[src/rtl/mem_arb_pkg.sv]
// Shared types and width defaults for the two-port memory arbiter.
// The optional tie-break mode is selected by MEM_ARB_ROUND_ROBIN_EN.
package mem_arb_pkg;

    localparam int unsigned ADDR_W_DEF = 7;
    localparam int unsigned DATA_W_DEF = 32;

    // One-hot grant vector layout
    localparam int unsigned GNT_W = 2;
    localparam int unsigned GNT_I = 0;
    localparam int unsigned GNT_D = 1;

    typedef enum logic [1:0] {
        ST_IDLE   = 2'd0,
        ST_SETUP  = 2'd1,
        ST_STROBE = 2'd2,
        ST_DONE   = 2'd3
    } state_e;

    typedef enum logic {
        OP_READ  = 1'b0,
        OP_WRITE = 1'b1
    } op_e;

    typedef enum logic {
        OWNER_I = 1'b0,
        OWNER_D = 1'b1
    } owner_e;

endpackage

[src/rtl/mem_arb_if.sv]
// Requester and memory-side signals of the arbiter, grouped as one bus.
// slave = arbiter side, master = requesters plus memory.
interface mem_arb_if #(
    parameter int unsigned ADDR_W = mem_arb_pkg::ADDR_W_DEF,
    parameter int unsigned DATA_W = mem_arb_pkg::DATA_W_DEF
);
    logic              iReq;
    logic [ADDR_W-1:0] iAddr;
    logic              iAck;
    logic [DATA_W-1:0] iData;

    logic              dReq;
    logic              dWe;
    logic [ADDR_W-1:0] dAddr;
    logic [DATA_W-1:0] dWData;
    logic              dAck;
    logic [DATA_W-1:0] dRData;

    logic [ADDR_W-1:0] readMem;
    logic [ADDR_W-1:0] writeMem;
    logic [DATA_W-1:0] writeData;
    logic              trigRead;
    logic              trigWrite;
    logic [DATA_W-1:0] readData;

    logic              busy;

    modport slave (
        input  iReq, iAddr, dReq, dWe, dAddr, dWData, readData,
        output iAck, iData, dAck, dRData, readMem, writeMem, writeData,
               trigRead, trigWrite, busy
    );

    modport master (
        output iReq, iAddr, dReq, dWe, dAddr, dWData, readData,
        input  iAck, iData, dAck, dRData, readMem, writeMem, writeData,
               trigRead, trigWrite, busy
    );

endinterface

[src/rtl/mem_arb_pick.sv]
// Tie-break between the fetch and data requesters: a contested request
// goes to whichever side was not granted last.
module mem_arb_pick
    import mem_arb_pkg::*;
(
    input  logic             i_req_i,
    input  logic             d_req_i,
    input  owner_e           last_grant_i,
    output logic [GNT_W-1:0] gnt_c_o
);

    always_comb begin
        gnt_c_o        = '0;
        gnt_c_o[GNT_D] = d_req_i && (!i_req_i || (last_grant_i == OWNER_I));
        gnt_c_o[GNT_I] = i_req_i && (!d_req_i || (last_grant_i == OWNER_D));
    end

endmodule

[src/rtl/mem_arbiter.sv]
// Shares one edge-strobed memory between a fetch port and a data port.
// Define MEM_ARB_ROUND_ROBIN_EN for alternating ties; default is data-first.
module mem_arbiter
    import mem_arb_pkg::*;
#(
    parameter int unsigned ADDR_W = ADDR_W_DEF,
    parameter int unsigned DATA_W = DATA_W_DEF
) (
    input  logic     clk,
    input  logic     reset,
    mem_arb_if.slave bus
);

    state_e            state_q, state_d;
    owner_e            owner_q, owner_d;
    op_e               op_q, op_d;
    logic [ADDR_W-1:0] read_mem_q, read_mem_d;
    logic [ADDR_W-1:0] write_mem_q, write_mem_d;
    logic [DATA_W-1:0] write_data_q, write_data_d;
    logic [DATA_W-1:0] idata_q, idata_d;
    logic [DATA_W-1:0] drdata_q, drdata_d;
    logic              trig_read_q, trig_read_d;
    logic              trig_write_q, trig_write_d;
    logic              iack_q, iack_d;
    logic              dack_q, dack_d;
    logic              busy_q, busy_d;

    logic [GNT_W-1:0]  gnt;
    owner_e            last_grant;

    mem_arb_pick u_pick (
        .i_req_i      (bus.iReq),
        .d_req_i      (bus.dReq),
        .last_grant_i (last_grant),
        .gnt_c_o      (gnt)
    );

`ifdef MEM_ARB_ROUND_ROBIN_EN
    owner_e last_q, last_d;

    always_ff @(posedge clk or posedge reset) begin
        if (reset) last_q <= OWNER_I;
        else       last_q <= last_d;
    end

    always_comb begin
        last_d = last_q;
        if ((state_q == ST_IDLE) && (gnt != '0))
            last_d = gnt[GNT_D] ? OWNER_D : OWNER_I;
    end

    assign last_grant = last_q;
`else
    // Pretending instruction always won last makes data win every tie
    assign last_grant = OWNER_I;
`endif

    // Next-state and registered-output logic
    always_comb begin
        state_d      = state_q;
        owner_d      = owner_q;
        op_d         = op_q;
        read_mem_d   = read_mem_q;
        write_mem_d  = write_mem_q;
        write_data_d = write_data_q;
        idata_d      = idata_q;
        drdata_d     = drdata_q;
        trig_read_d  = 1'b0;
        trig_write_d = 1'b0;
        iack_d       = 1'b0;
        dack_d       = 1'b0;

        unique case (state_q)
            ST_IDLE: begin
                if (gnt[GNT_D]) begin
                    state_d = ST_SETUP;
                    owner_d = OWNER_D;
                    op_d    = bus.dWe ? OP_WRITE : OP_READ;
                    if (bus.dWe) begin
                        write_mem_d  = bus.dAddr;
                        write_data_d = bus.dWData;
                    end else begin
                        read_mem_d = bus.dAddr;
                    end
                end else if (gnt[GNT_I]) begin
                    state_d    = ST_SETUP;
                    owner_d    = OWNER_I;
                    op_d       = OP_READ;
                    read_mem_d = bus.iAddr;
                end
            end
            ST_SETUP: begin
                state_d      = ST_STROBE;
                trig_read_d  = (op_q == OP_READ);
                trig_write_d = (op_q == OP_WRITE);
            end
            ST_STROBE: begin
                // Memory has answered the strobe; hand the result to the owner
                state_d = ST_DONE;
                if (owner_q == OWNER_I) begin
                    iack_d  = 1'b1;
                    idata_d = bus.readData;
                end else begin
                    dack_d = 1'b1;
                    if (op_q == OP_READ) drdata_d = bus.readData;
                end
            end
            ST_DONE: begin
                state_d = ST_IDLE;
            end
        endcase

        busy_d = (state_d != ST_IDLE);
    end

    always_ff @(posedge clk or posedge reset) begin
        if (reset) begin
            state_q      <= ST_IDLE;
            owner_q      <= OWNER_I;
            op_q         <= OP_READ;
            read_mem_q   <= '0;
            write_mem_q  <= '0;
            write_data_q <= '0;
            idata_q      <= '0;
            drdata_q     <= '0;
            trig_read_q  <= 1'b0;
            trig_write_q <= 1'b0;
            iack_q       <= 1'b0;
            dack_q       <= 1'b0;
            busy_q       <= 1'b0;
        end else begin
            state_q      <= state_d;
            owner_q      <= owner_d;
            op_q         <= op_d;
            read_mem_q   <= read_mem_d;
            write_mem_q  <= write_mem_d;
            write_data_q <= write_data_d;
            idata_q      <= idata_d;
            drdata_q     <= drdata_d;
            trig_read_q  <= trig_read_d;
            trig_write_q <= trig_write_d;
            iack_q       <= iack_d;
            dack_q       <= dack_d;
            busy_q       <= busy_d;
        end
    end

    assign bus.iAck      = iack_q;
    assign bus.iData     = idata_q;
    assign bus.dAck      = dack_q;
    assign bus.dRData    = drdata_q;
    assign bus.readMem   = read_mem_q;
    assign bus.writeMem  = write_mem_q;
    assign bus.writeData = write_data_q;
    assign bus.trigRead  = trig_read_q;
    assign bus.trigWrite = trig_write_q;
    assign bus.busy      = busy_q;

endmodule
[src/flat_wrapper.sv]
// flat-port wrapper written by rule: the top's interface ports become plain ports
module mem_arbiter_flat import mem_arb_pkg::*;
#(
    parameter int unsigned ADDR_W = ADDR_W_DEF,
    parameter int unsigned DATA_W = DATA_W_DEF
)
  (clk, reset, bus_iReq, bus_iAddr, bus_dReq, bus_dWe, bus_dAddr, bus_dWData, bus_readData, bus_iAck, bus_iData, bus_dAck, bus_dRData, bus_readMem, bus_writeMem, bus_writeData, bus_trigRead, bus_trigWrite, bus_busy);
  mem_arb_if #(.ADDR_W(ADDR_W), .DATA_W(DATA_W)) bus_i ();
  input  logic clk;
  input  logic reset;
  input wire logic [$bits(bus_i.iReq)-1:0] bus_iReq;
  input wire logic [$bits(bus_i.iAddr)-1:0] bus_iAddr;
  input wire logic [$bits(bus_i.dReq)-1:0] bus_dReq;
  input wire logic [$bits(bus_i.dWe)-1:0] bus_dWe;
  input wire logic [$bits(bus_i.dAddr)-1:0] bus_dAddr;
  input wire logic [$bits(bus_i.dWData)-1:0] bus_dWData;
  input wire logic [$bits(bus_i.readData)-1:0] bus_readData;
  output wire logic [$bits(bus_i.iAck)-1:0] bus_iAck;
  output wire logic [$bits(bus_i.iData)-1:0] bus_iData;
  output wire logic [$bits(bus_i.dAck)-1:0] bus_dAck;
  output wire logic [$bits(bus_i.dRData)-1:0] bus_dRData;
  output wire logic [$bits(bus_i.readMem)-1:0] bus_readMem;
  output wire logic [$bits(bus_i.writeMem)-1:0] bus_writeMem;
  output wire logic [$bits(bus_i.writeData)-1:0] bus_writeData;
  output wire logic [$bits(bus_i.trigRead)-1:0] bus_trigRead;
  output wire logic [$bits(bus_i.trigWrite)-1:0] bus_trigWrite;
  output wire logic [$bits(bus_i.busy)-1:0] bus_busy;
  assign bus_i.iReq = bus_iReq;
  assign bus_i.iAddr = bus_iAddr;
  assign bus_i.dReq = bus_dReq;
  assign bus_i.dWe = bus_dWe;
  assign bus_i.dAddr = bus_dAddr;
  assign bus_i.dWData = bus_dWData;
  assign bus_i.readData = bus_readData;
  assign bus_iAck = bus_i.iAck;
  assign bus_iData = bus_i.iData;
  assign bus_dAck = bus_i.dAck;
  assign bus_dRData = bus_i.dRData;
  assign bus_readMem = bus_i.readMem;
  assign bus_writeMem = bus_i.writeMem;
  assign bus_writeData = bus_i.writeData;
  assign bus_trigRead = bus_i.trigRead;
  assign bus_trigWrite = bus_i.trigWrite;
  assign bus_busy = bus_i.busy;
  mem_arbiter #(.ADDR_W(ADDR_W), .DATA_W(DATA_W)) u_core (.clk(clk), .reset(reset), .bus(bus_i));
endmodule
[config.mk]
export PLATFORM = sky130hd
export DESIGN_NAME = mem_arbiter_flat
export DESIGN_NICKNAME = d
export VERILOG_FILES = /design/src/rtl/mem_arb_pkg.sv /design/src/rtl/mem_arb_if.sv /design/src/rtl/mem_arb_pick.sv /design/src/rtl/mem_arbiter.sv /design/src/flat_wrapper.sv
export SDC_FILE = /design/constraint.sdc
export NUM_CORES = 1
export LEC_CHECK = 0
export BUFFER_PORTS_ARGS = -buffer_cell sky130_fd_sc_hd__buf_4
export CAP_MARGIN = 25
export CORE_MARGIN = 4
export CORE_UTILIZATION = 43
export CTS_CLUSTER_SIZE = 10
export DETAILED_ROUTE_END_ITERATION = 16
export PLACE_DENSITY_LB_ADDON = 0.08
export REMOVE_ABC_BUFFERS = 1
export SLEW_MARGIN = 20
export SYNTH_ARGS = -nofsm -noshare
export SYNTH_HDL_FRONTEND = slang
export SYNTH_SLANG_ARGS = --single-unit
[constraint.sdc]
create_clock -name clk -period 3.2 [get_ports clk]
set_input_delay 0.32 -clock clk [delete_from_list [all_inputs] [get_ports clk]]
set_output_delay 0.32 -clock clk [all_outputs]
set_load 0.005 [all_outputs]
==> metrics.yaml <==
die_h_um: 112.2
synth_area_um2: 4672
syn_to_final_growth_pct: 48.04
min_path_type: "input pin to flop"
place_worst_setup_slack_ns: 1.040
setup.worst_path.start: "u_core.state_q[0]"
maxClockFrequency_ghz: 0.4679
cts_max_path_buffers: 2
maxCapViolations: 0
synth_area_leaders: "dfrtp_1, mux2_1, mux2_4"
nNetsFinal: 572
gr-total-overflow: 0
clkTransAtPathRegs_ns: 0.06
dieArea_um2: 12600
skew_ns: 0.01041
place_congestion: 0.7339
reg2reg_slack_ns: 1.06
ys_seq_area_share_pct: 63.74
htreeDepth: 4
power.total_mw: 7.173
fillers: 769
grt_max_degree: 61
vias: 3026
netlist.area_leader.share_pct: 63.74
setup_ws_ns: 1.063
cp-start-kind: "flop"
diodes: 0
drcViolationCount: 0
ir_drop_mv: 0.4436
cts_tree: "yes"
grt_use_total_pct: 17.99
cts_resized: 0
ys.flop_type: "dfrtp_1"
comb_power_share_pct: 37.0
crit_path_end_kind: "flop"
clock_sinks: 119
hold_viol: 0
drtIter0Drc: 90
start_util_pct: 44.65
wirelength_um: 10790
design.core.area_um2: 10460
ys_ff_latch: 119
setup_viol: 0
synth_cell_types: 21
p_int_mw: 5.203
mostFrequentLayoutCells: "buf_4, dfrtp_1, mux2_1"
cts_made_buffers: 17
crit_required_ns: 3.59
synth_async_sr_flop_share_pct: 100.0
finalMaxSlewViolations: 0
design.portCount: 198
clkPwrFrac_pct: 25.4
maxSlewHeadroom_pct: 50.12
avgSynthCellArea_um2: 17.05
dr.pass1.iters: 3
seqPwrFrac_pct: 37.7
ys_warn_count: 0
row_count: 37
drive_gt1_share_pct: 54.82
synthCells: 274
postCtsSetupRepairBufs: 0
crit_fanout: 18
portBuffers: 197
period_minus_slack_ns: 2.137
synth_edf_count: 0
grt_pass1_vias: 3314
die_x_um: 112.2
worstPathArrival_ns: 2.52
fin_cells: 634
antenna_found_initial: 0
tightest_slew_ns: 0.7483
dpl.hpwl_um: 7914
rsz0062_at_grt: "no"
final_common_cell: "buf_4"
insertion_delay_ns: 0.51
power_density_nw_per_um2: 1037
cts-root-buf: "clkbuf_8"
antenna_left: 0
reg2reg_depth: 6
grt_pass1_wl_um: 17660
yosys.area.top_type: "dfrtp_1"
outcome: "finished clean"
fin_crit_sh_pct: 66.79
p_leak_nw: 3.424
path_class: "flop to flop"
r2r-end: "u_core.bus.dRData[29]"
endpoint: "u_core.bus.dRData[29]"
switching_share_pct: 27.46
cts_hold_buf: 3
placed_cells: 599
wl_per_cell_um: 17.02
p_sw_mw: 1.970
r2r-start: "u_core.state_q[0]"
via_per_inst: 4.773
==> cell usage after synthesis (2+ instances only) <==
master and n:
mux2_2 7, inv_1 3, dfrtp_1 119, nand2b_1 3
buf_2 6, mux2_4 30, nor2b_1 2, and2_1 2
nand2_1 3, mux2_1 80, buf_6 4, buf_4 3
ha_1 4
==> layout make-up <==
class | instances | area, µm² | share of cell area (%)
clock buffer | 24 | 480.5 | 6.946
clock inverter | 8 | 95.09 | 1.375
inverter | 3 | 13.76 | 0.1990
multi-input combinational | 139 | 1600 | 23.14
sequential | 119 | 2978 | 43.05
tap | 136 | 170.2 | 2.460
timing repair buffer | 205 | 1579 | 22.83
==> power by group through the flow <==
stage | Combinational, mW | Sequential [mW] | Clock [mW]
finish | 2.65 | 2.70 | 1.82
global route | 2.87 | 2.81 | 1.95
CTS | 2.72 | 2.71 | 1.87
detailed placement | 2.71 | 2.73 | 0
global placement | 2.65 | 2.69 | 0
floorplan | 1.14 | 2.72 | 0
==> kinds of logic after synthesis <==
logic type / count (synthesis) / share of synthesized area [%]
muxes: 117 / 30.61
adders and majority gates: 4 / 1.071
AOI/OAI and AO/OA: 4 / 0.6426
buffers and inverters: 16 / 2.330
and+or+nand+nor: 14 / 1.607
DFF: 119 / 63.74
==> worst max-delay path: stages (launching register included) <==
cell	delay, ns
dfrtp_1	0.36
inv_1	0.08
ha_1	0.23
and2_1	0.16
nand2b_2	0.48
buf_4	0.35
mux2_1	0.34
==> worst min-delay path by stage <==
stage                                           to  slack, ns  cells after the start                  from
after global routing       u_core.bus.writeData[1]     0.0003                      2         bus_dWData[1]
after global placement        u_core.bus.iData[25]       0.47                      1  u_core.bus.iData[25]
after detailed placement      u_core.bus.iData[14]       0.48                      1  u_core.bus.iData[14]
after CTS                 u_core.bus.writeData[26]     0.0002                      2        bus_dWData[26]
after floorplan                u_core.bus.trigRead       0.43                      1           u_core.op_q
final                     u_core.bus.writeData[19]       0.03                      2        bus_dWData[19]
==> through the flow <==
stage	setup TNS [ns]	area [µm²]	hold WS, ns	util (%)
2_1_floorplan	-33.02	4574	0.4298	-
3_3_place_gp	0	6284	0.4710	60.06
3_5_place_dp	0	6311	0.4759	60.32
4_1_cts	0	6917	0.0002279	66.11
5_1_grt	0	6917	0.0002736	66.11
6_report	0	6917	0.02545	66.11
==> state kept, by name (all words and copies together), names as in the netlist <==
| signal | flops |
|---|---|
| u_core.state_q | 2 |
| u_core.bus.dRData | 32 |
| u_core.bus.writeMem | 7 |
| u_core.bus.trigWrite | 1 |
| u_core.bus.trigRead | 1 |
| u_core.bus.writeData | 32 |
| u_core.bus.dAck | 1 |
| u_core.bus.busy | 1 |
| u_core.bus.iData | 32 |
| u_core.op_q | 1 |
| u_core.bus.iAck | 1 |
| u_core.owner_q | 1 |
| u_core.bus.readMem | 7 |
==> layer usage <==
metal | global-route usage [%] | wire length, µm | part of all wire [%]
met1 | 21.62 | 4373 | 41
met2 | 29.40 | 5361 | 50
met3 | 6.739 | 762 | 7.1
met4 | 7.131 | 292 | 2.7
met5 | 0 | 0 | 0
(Power assumes the default switching activity.)
